==> src/rtl/alveo_hls4ml_mac_pipe.sv <==
// alveo_hls4ml_mac_pipe
// Pipelined signed multiply-accumulate over groups delimited by in_last.
// At group end a scaled (arithmetic right shift), width-reduced result is
// emitted with a one-cycle out_valid pulse, together with the beat count.
// Optional feature macro: MAC_SATURATE_EN
//   defined   -> shifted sum is clamped to the OUT_WIDTH signed range and
//                out_sat flags the clamp
//   undefined -> shifted sum wraps to OUT_WIDTH bits and out_sat is tied 0
module alveo_hls4ml_mac_pipe #(
    parameter int A_WIDTH   = 16,
    parameter int B_WIDTH   = 14,
    parameter int NUM_STAGE = 3,
    parameter int ACC_WIDTH = 40,
    parameter int OUT_SHIFT = 0,
    parameter int OUT_WIDTH = 32,
    parameter int CNT_WIDTH = 8
) (
    input  logic                 clk,
    input  logic                 reset,
    input  logic                 ce,
    input  logic                 in_valid,
    input  logic                 in_last,
    input  logic [A_WIDTH-1:0]   a,
    input  logic [B_WIDTH-1:0]   b,
    output logic                 out_valid,
    output logic [OUT_WIDTH-1:0] out_data,
    output logic                 out_sat,
    output logic [CNT_WIDTH-1:0] out_count
);

    localparam int P = A_WIDTH + B_WIDTH;

    // Stage 1 operands, stage 2..NUM_STAGE products
    logic signed [A_WIDTH-1:0] a_q;
    logic signed [B_WIDTH-1:0] b_q;
    logic signed [P-1:0]       prod_q [2:NUM_STAGE];

    // Valid/last flags, bit s belongs to stage s
    logic [NUM_STAGE:1] vld_q;
    logic [NUM_STAGE:1] lst_q;

    // Accumulator state and next-state terms
    logic signed [ACC_WIDTH-1:0] acc_q;
    logic signed [ACC_WIDTH-1:0] acc_next;
    logic signed [ACC_WIDTH-1:0] shifted;
    logic [CNT_WIDTH-1:0]        cnt_q;
    logic [CNT_WIDTH-1:0]        cnt_next;
    logic [OUT_WIDTH-1:0]        result;

`ifdef MAC_SATURATE_EN
    localparam logic signed [ACC_WIDTH-1:0] SAT_MAX =
        {{(ACC_WIDTH-OUT_WIDTH+1){1'b0}}, {(OUT_WIDTH-1){1'b1}}};
    localparam logic signed [ACC_WIDTH-1:0] SAT_MIN = ~SAT_MAX;
    logic result_sat;
`endif

    // Flag pipeline: flags reset so in-flight beats are discarded on reset
    always_ff @(posedge clk) begin
        if (reset) begin
            vld_q <= '0;
            lst_q <= '0;
        end else if (ce) begin
            vld_q <= {vld_q[NUM_STAGE-1:1], in_valid};
            lst_q <= {lst_q[NUM_STAGE-1:1], in_valid & in_last};
        end
    end

    // Data pipeline: operand capture, full-precision product, pure delay
    always_ff @(posedge clk) begin
        if (ce) begin
            a_q       <= a;
            b_q       <= b;
            prod_q[2] <= P'(a_q) * P'(b_q);
            for (int unsigned s = 3; s <= NUM_STAGE; s++) begin
                prod_q[s] <= prod_q[s-1];
            end
        end
    end

    // Next accumulator/count values and the scaled, width-reduced result
    always_comb begin
        acc_next = acc_q + ACC_WIDTH'(prod_q[NUM_STAGE]);
        cnt_next = (&cnt_q) ? cnt_q : cnt_q + CNT_WIDTH'(1);
        shifted  = acc_next >>> OUT_SHIFT;
`ifdef MAC_SATURATE_EN
        result_sat = 1'b0;
        result     = OUT_WIDTH'(shifted);
        if (shifted > SAT_MAX) begin
            result     = OUT_WIDTH'(SAT_MAX);
            result_sat = 1'b1;
        end else if (shifted < SAT_MIN) begin
            result     = OUT_WIDTH'(SAT_MIN);
            result_sat = 1'b1;
        end
`else
        result = OUT_WIDTH'(shifted);
`endif
    end

    // Accumulate valid beats; on the last beat publish the result and clear
    always_ff @(posedge clk) begin
        if (reset) begin
            acc_q     <= '0;
            cnt_q     <= '0;
            out_valid <= 1'b0;
            out_data  <= '0;
            out_count <= '0;
`ifdef MAC_SATURATE_EN
            out_sat   <= 1'b0;
`endif
        end else begin
            // pulse clears on every edge, independent of ce
            out_valid <= 1'b0;
            if (ce && vld_q[NUM_STAGE]) begin
                if (lst_q[NUM_STAGE]) begin
                    out_valid <= 1'b1;
                    out_data  <= result;
                    out_count <= cnt_next;
`ifdef MAC_SATURATE_EN
                    out_sat   <= result_sat;
`endif
                    acc_q     <= '0;
                    cnt_q     <= '0;
                end else begin
                    acc_q     <= acc_next;
                    cnt_q     <= cnt_next;
                end
            end
        end
    end

`ifndef MAC_SATURATE_EN
    assign out_sat = 1'b0;
`endif

endmodule

==> config.mk <==
export PLATFORM = sky130hd
export DESIGN_NAME = alveo_hls4ml_mac_pipe
export DESIGN_NICKNAME = d
export VERILOG_FILES = /design/src/rtl/alveo_hls4ml_mac_pipe.sv
export SDC_FILE = /design/constraint.sdc
export NUM_CORES = 1
export LEC_CHECK = 0
export BUFFER_PORTS_ARGS = -buffer_cell sky130_fd_sc_hd__buf_4
export CAP_MARGIN = 20
export CORE_ASPECT_RATIO = 1.5
export CORE_MARGIN = 10
export CORE_UTILIZATION = 53
export CTS_BUF_LIST = sky130_fd_sc_hd__clkbuf_8
export CTS_CLUSTER_DIAMETER = 60
export DETAILED_ROUTE_END_ITERATION = 8
export PLACE_DENSITY = 0.75
export SLEW_MARGIN = 15
export SYNTH_ARGS = -nofsm -noshare
export SYNTH_HDL_FRONTEND = slang
export SYNTH_SLANG_ARGS = --single-unit
==> constraint.sdc <==
create_clock -name clk -period 14.4 [get_ports clk]
set_clock_uncertainty 0.2 [all_clocks]
set_input_delay 2.88 -clock clk [delete_from_list [all_inputs] [get_ports clk]]
set_output_delay 2.88 -clock clk [all_outputs]
set_load 0.02 [all_outputs]
Word-level counts from Yosys, hierarchy flattened
Memories as Yosys holds them, arrays and structs flattened.
Cells that the tools add are included.
{ "totals": {"reg_bits": 125, "ramBits": 60, "inputBits": 35, "output_inout_bits": 42, "word_cells": 25, "memories": 1} }
{ "classes": {"add_sub_neg": 2, "n_mul": 1, "n_mux": 6, "bitwise": 2, "reduce_logical": 4} }
{ "mem_list": {"columns": ["memory", "depth", "width", "read_ports", "rd_clocked_by_memory_dff", "write_ports", "line", "rtl"], "rows": [
  ["prod_q", 2, 30, 2, 0, 2, "36", "logic signed [P-1:0] prod_q [2:NUM_STAGE];"]
]} }
{ "ops": {"columns": ["op", "n"], "rows": [
  ["40-bit by 30-bit adder with 40-bit output", 1],
  ["40-bit 2-to-1 mux", 1],
  ["16-bit by 14-bit multiplier with 30-bit output", 1],
  ["8-bit 2-to-1 mux", 2],
  ["8-bit by 1-bit adder with 8-bit output, second input constant", 1],
  ["8-bit AND reduction", 1],
  ["1-bit 2-to-1 mux", 3],
  ["2-bit AND reduction", 1],
  ["2-bit OR reduction", 1],
  ["1-bit AND", 1],
  ["1-bit logical AND", 1],
  ["1-bit inverter", 1]
]} }

Logic depth before layout (Yosys ltp)
Gate-level depths: netlist of run 1.
{ "depth": {"ltp_word": 3, "depth_mapped": 25} }

Worst setup path after synthesis of run 1
No wires, ideal clock.
{ "synth_path": {"kind": "reg-to-reg", "start": "register a_q[15]", "end": "register, netlist name prod_q[1][27]", "setup_ns": 0.269, "arrival_time_ns": 6.060, "t_required_ns": 13.931, "slack_ns": 7.871, "path_stages_with_launch": 24, "n_path_buf": 1, "period_less_slack_ns": 6.529, "cell_sequence": "edfxtp_1 -> clkbuf_1 -> nand2_1 -> inv_1 -> fa_1 -> inv_1 -> fa_1 -> inv_1 -> fa_1 -> fa_1 -> fa_1 -> inv_1 -> fa_1 -> inv_1 -> ha_1 -> a21oi_1 -> o21bai_1 -> a21o_1 -> a21o_1 -> a21oi_1 -> o21bai_1 -> a21oi_1 -> o31ai_1 -> xor2_1"} }
{ "synth_rtl": {"columns": ["item", "line", "rtl"], "rows": [
  ["start, declared", "34", "logic signed [A_WIDTH-1:0] a_q;"],
  ["start signal, assigned", "71", "a_q <= a;"]
]} }

==> impl_results.md, run 1 <==
- Status: finished clean
- Inst Count DP: 2057
- Synth warn: 0
- Ys flop type: edfxtp_1
- Crit. End Element: flop
- Die span in y: 233 um
- TritonCTS clock tree: yes
- R2R setup slack: 7.46 ns
- Slew Limit Fails: 0
- # rows: 78
- Data required, critical path: 14.45 ns
- DRT Pass-1 Iters: 5
- Flip-flop and latch count after synthesis: 177
- Final Hold Viols: 0
- Sequential cell area: 0.00444 mm^2
- Antenna Nets Post-Route: 0
- CTS Buffer Depth: 2
- Reg2reg start: b_q[4]
- FMAX: 144 MHz
- PortBufs: 75
- DR vias: 11300
- GP Congestion: 0.914
- First-pass GRT wire length: 58800 um
- DRC viols: 0
- Worst setup path endpoint: prod_q[1][27]
- Footprint of the multi-input gates: 0.0104 mm^2
- Post-synth EDFFs: 90
- Setup TNS: 0 ns
- Clock slew seen by the registers of the worst setup and hold paths: 0.10 ns
- Final nets: 2034
- Clk_lat worst skew: 0.50 ns
- Seq/Total Area, Yosys: 0.277
- Vias in the first global route: 12200
- Unrepaired setup endpoints after global routing: no
- Core box area: 0.0301 mm^2
- Tcrit/Tclk final: 0.482
- Slew @ Worst Pin: 1.04 ns
- Initial antenna violation count: 0
- Die X: 162 um
- # diodes: 0
- Post-CTS Hold Buffers: 0
- Yosys cell types: 64
- Clock tree sinks: 177
- CP arrival: 6.99 ns
- Pin count of the biggest net entering global routing: 108
- Root buf cell: clkbuf_8
- Total CTS buffers: 17
- Most frequent cells in the layout: 269 x inv_1, 220 x fa_1, 167 x nand2_1
- Detailed placer's ending HPWL: 26800 um
- Vias per Instance: 5.39
- Area grow syn2layout: 8.00%
- Leading cell type in the layout, fill and taps excluded: inv_1
- WL/cell: 16.4 um
- Setup crit start kind: flop
- Non-filler cells, final: 2089
- Slew headroom: 0.307
- Initial Util: 0.535
- Crit Path Max Fanout: 16
- H-Tree Depth: 4
- Syn Inst Count: 1642
- # setup viols final: 0
- R2R Path End: prod_q[1][27]
- GRT Total Usage: 0.191
- Post-CTS Setup Bufs: 0
- Async SR Flop Fraction: 0
- IO Pins: 77
- Congestion Overflow GR: 0
- Initial DRC count: 550
- Die area: 0.0378 mm^2
- Maxcap violations: 0
- Syn_nets: 2000
- Worst Setup SP: b_q[4]
- Critical path type: flop to flop
- Mapped cell area: 0.0161 mm^2
- Reg2Reg Depth: 21
- Tmin final: 6.94 ns
- Number of fill cells: 2650
- Fraction of layout cells with a size suffix above 1: 0.0782
- Post-detailed-routing wire length: 34200 um
- Worst Hold Class: flop to flop
- Syn Area/Cell: 9.79 um^2
- Post-CTS sizing: 0
==> routing by layer <==
layer	part of all wire	wire length, um	track usage	vias to the layer above
met5	0	0	0	-
met4	0.033	1110	0.0838	0
met3	0.046	1590	0.0300	84
met2	0.52	18000	0.349	308
met1	0.40	13600	0.215	5527
li1	-	-	-	5346
==> cell type report <==
cell class,instances,share of cell area
sequential,177,0.256
tap,400,0.0288
clock buffer,21,0.0167
multi-input combinational,1130,0.597
inverter,269,0.0582
timing repair buffer,81,0.0350
clock inverter,11,0.00836
==> worst min-delay path by stage <==
stage                       start       endpoint  slack [ns]  depth (start not counted)
finish               prod_q[1][4]  prod_q[1][34]        0.23                          0
global route         prod_q[1][4]  prod_q[1][34]        0.23                          0
CTS                 prod_q[1][28]  prod_q[1][58]        0.23                          0
detailed placement  prod_q[1][21]  prod_q[1][51]        0.20                          0
global placement     prod_q[1][6]  prod_q[1][36]        0.20                          0
floorplan            prod_q[1][0]  prod_q[1][30]        0.20                          0
==> per-stage QoR <==
step                area [um^2]  setup WS [ns]  utilization  hold WS (ns)
floorplan                 16100           7.87            -         0.200
global placement          16900           7.55        0.563         0.201
detailed placement        16900           7.45        0.563         0.205
CTS                       17400           7.45        0.577         0.227
global route              17400           7.01        0.577         0.232
finish                    17400           7.46        0.577         0.226
==> cells in the mapped netlist, types with 4 or more instances <==
cell / count / share of area
inv_1: 269 / 0.063
fa_1: 220 / 0.27
nand2_1: 167 / 0.039
and2_1: 128 / 0.050
ha_1: 103 / 0.080
nor2_1: 94 / 0.022
edfxtp_1: 90 / 0.17
a21oi_1: 88 / 0.027
dfxtp_1: 87 / 0.11
clkbuf_1: 53 / 0.012
xnor2_1: 44 / 0.024
o21ai_0: 27 / 0.0084
a21o_1: 24 / 0.011
nand3_1: 19 / 0.0059
nor3_1: 17 / 0.0053
a22oi_1: 16 / 0.0075
nand3b_1: 15 / 0.0070
xor2_1: 15 / 0.0082
and3_1: 11 / 0.0043
o21bai_1: 11 / 0.0051
or3_1: 10 / 0.0039
buf_1: 9 / 0.0021
mux2i_1: 9 / 0.0056
a31oi_1: 8 / 0.0031
nand4_1: 8 / 0.0031
nand2b_1: 7 / 0.0027
nor2b_1: 7 / 0.0027
nor3b_1: 7 / 0.0033
o211ai_1: 7 / 0.0033
o31ai_1: 6 / 0.0028
a21oi_2: 5 / 0.0027
nor4_1: 5 / 0.0019
o21a_1: 5 / 0.0023
or4_1: 5 / 0.0023
a211oi_1: 4 / 0.0019
nor4b_1: 4 / 0.0022
==> flip-flops by register name (all words and copies together), names as in the netlist <==
register and count:
a_q 16, acc_q 32, b_q 14, cnt_q 8, lst_q 3, out_count 8
out_data 32, out_valid 1, prod_q 60, vld_q 3
==> cells by family after synthesis <==
logic type | count (synthesis) | share of synthesized area
simple gates | 513 | 0.162
other cells | 1 | 0.000233
mux | 9 | 0.00561
fa+ha+maj | 323 | 0.354
flops | 177 | 0.277
buf+inv | 335 | 0.0791
compound gates | 225 | 0.0900
xor+xnor | 59 | 0.0322
==> worst max-delay path, cell delays in order, from the launching register on <==
cell and delay [ns]:
edfxtp_1 0.60, and2_1 0.26, fa_1 0.59, inv_1 0.08
fa_1 0.89, inv_1 0.19, fa_1 0.58, fa_1 0.45
fa_1 0.54, inv_1 0.05, fa_1 0.53, inv_1 0.04
ha_1 0.34, a21oi_1 0.26, o21bai_1 0.15, a21o_1 0.20
a21o_1 0.17, a21oi_1 0.14, o21bai_1 0.08, a21oi_1 0.14
o31ai_1 0.09, xor2_1 0.14
Power of run 1 is left out: the tool's default activity adds up to more than one toggle a clock period on the data nets, which glitch-free logic cannot reach.
==> inputs of run 2 (changes only) <==
==> constraint.sdc (replaced) <==
create_clock -name clk -period 7.1 [get_ports clk]
set_clock_uncertainty 0.2 [all_clocks]
set_input_delay 1.42 -clock clk [delete_from_list [all_inputs] [get_ports clk]]
set_output_delay 1.42 -clock clk [all_outputs]
set_load 0.02 [all_outputs]
==> impl_results.md, run 2 (synthesized netlist as in run 1, its figures left out) <==
- TritonCTS clock tree: yes
- H-Tree Depth: 4 (unchanged)
- Routed metal-1 wirelength: 13400 um (-1.4%)
- DR vias: 11400 (+1.1%)
- Slew headroom: 0.318 (+0.0109)
- Status: finished clean
- Biggest register: prod_q
- Post-detailed-routing wire length: 34800 um (+1.8%)
- DRC viols: 0 (unchanged)
- CP arrival: 6.80 ns (-0.19 ns)
- IO Pins: 77 (unchanged)
- Biggest regs: prod_q x60, acc_q x32, out_data x32
- Clk_lat worst skew: 0.47 ns (-0.03 ns)
- Final nets: 2050 (+0.79%)
- Congestion Overflow GR: 0 (unchanged)
- # setup viols final: 0 (unchanged)
- Leading cell type in the layout, fill and taps excluded: inv_1
- Die area: 0.0378 mm^2 (unchanged)
- Total CTS buffers: 17 (unchanged)
- Data required, critical path: 7.12 ns (-7.33 ns)
- Vias in the first global route: 12300 (+1.2%)
- Pin count of the biggest net entering global routing: 108 (unchanged)
- Post-CTS sizing: 0 (unchanged)
- GP Congestion: 0.935 (+2.3%)
- Tcrit/Tclk final: 0.955 (+0.473)
- Die X: 162 um (unchanged)
- CP dominant cell by count: fa_1
- Detailed placer's ending HPWL: 27600 um (+3.0%)
- Antenna Nets Post-Route: 0 (unchanged)
- First-pass GRT wire length: 59200 um (+0.66%)
- Slowest cell delay on critical path: 0.55 ns (-0.34 ns)
- Maxcap violations: 0 (unchanged)
- Detail Route met2 WL: 18600 um (+3.3%)
- Slew Limit Fails: 0 (unchanged)
- Worst hold slack: 0.222 ns (-0.00405 ns)
- Most frequent cells in the layout: 275 x inv_1, 220 x fa_1, 167 x nand2_1
- Crit-path leading delay family: adder cells
- Setup TNS: 0 ns (unchanged)
- CP max stage cell: fa_1
- Metal3 WL: 1450 um (-8.9%)
- Worst Hold Class: flop to flop
- # diodes: 0 (unchanged)
- Post-CTS Hold Buffers: 0 (unchanged)
- Setup crit start kind: flop
- Worst-path cell chain: inv_1 > nor2_1 > fa_1 > fa_1 > fa_1 > fa_1 > fa_1 > inv_1 > fa_1 > inv_1 > ha_1 > a21o_1 > a21oi_1 > nor2b_1 > o21ai_0 > o21ai_0 > a21oi_1 > a211o_1 > a21oi_1 > xnor2_1
- Initial antenna violation count: 0 (unchanged)
- Final Hold Viols: 0 (unchanged)
- Bufs and invs on worst path: 3 (-1)
- Max FFs per register: 60 (unchanged)
- Number of fill cells: 2672 (+0.83%)
- Crit Path Max Fanout: 14 (-2)
- Vias per Instance: 5.41 (+0.36%)
- Slew @ Worst Pin: 1.02 ns (-0.0164 ns)
- Fraction of layout cells with a size suffix above 1: 0.0833 (+0.00513)
- Initial DRC count: 540 (-1.8%)
- DRT Pass-1 Iters: 5 (unchanged)
- Root buf cell: clkbuf_8
- Crit. End Element: flop
- Initial Util: 0.535 (unchanged)
- GRT Total Usage: 0.193 (+0.00134)
- Clock tree sinks: 177 (unchanged)
- FMAX: 147 MHz (+2.3%)
- Tmin final: 6.78 ns (-0.155 ns)
- WL/cell: 16.6 um (+1.0%)
- Core box area: 0.0301 mm^2 (unchanged)
- CTS Buffer Depth: 2 (unchanged)
- Die span in y: 233 um (unchanged)
- Area grow syn2layout: 8.92%
- Clock slew seen by the registers of the worst setup and hold paths: 0.08 ns (-0.02 ns)
- Critical path type: flop to flop
- Unrepaired setup endpoints after global routing: no
- PortBufs: 75 (unchanged)
- # rows: 78 (unchanged)
- Top Metal Used: met4
## run 2: worst paths after layout
path,startpoint,endpoint,slack (ns),depth (start not counted)
setup / recovery,b_q[13],prod_q[1][28],0.32,20
hold / removal,prod_q[1][23],prod_q[1][53],0.22,0
setup reg to reg,b_q[13],prod_q[1][28],0.32,20
hold reg to reg,prod_q[1][23],prod_q[1][53],0.22,0
## run 2: cell type report
type,count,area [um^2],area share
Tap cell,400,500,0.0286
Sequential cell,177,4440,0.254
Clock inverter,15,228,0.0130
Clock buffer,17,234,0.0134
Inverter,269,1010,0.0577
Timing Repair Buffer,97,728,0.0416
Multi-Input combinational cell,1130,10400,0.592
## run 2: timing repair
| item | 4_1_cts | 5_1_grt |
|---|---|---|
| setup buffers | 0 | 6 |
| endpoints found under the hold margin | 0 | 0 |
| setup endpoints to repair | 0 | 1 |
## run 2: per-stage QoR
step | instance area (um^2) | setup WS [ns] | utilization | std cells
floorplan | 16100 | 0.571 | - | 1642
global placement | 17000 | 0.456 | 0.565 | 2067
detailed placement | 17000 | 0.379 | 0.565 | 2067
CTS | 17500 | 0.347 | 0.581 | 2099
global route | 17500 | 0.00532 | 0.582 | 2105
finish | 17500 | 0.318 | 0.582 | 2105
## run 2: metal layers
metal	global-route usage	vias to the layer above
li1	-	5366
met5	0	-
met3	0.0315	98
met2	0.354	303
met4	0.0946	0
met1	0.209	5625
## run 2: worst reg2reg max path: stages (launching register included)
cell and delay, ns:
edfxtp_1 0.46, inv_1 0.48, nor2_1 0.12, fa_1 0.55
fa_1 0.44, fa_1 0.51, fa_1 0.43, fa_1 0.50
inv_1 0.05, fa_1 0.50, inv_1 0.04, ha_1 0.32
a21o_1 0.22, a21oi_1 0.29, nor2b_1 0.17, o21ai_0 0.08
o21ai_0 0.43, a21oi_1 0.23, a211o_1 0.30, a21oi_1 0.17
xnor2_1 0.08
Power of run 2 is left out for the same reason.
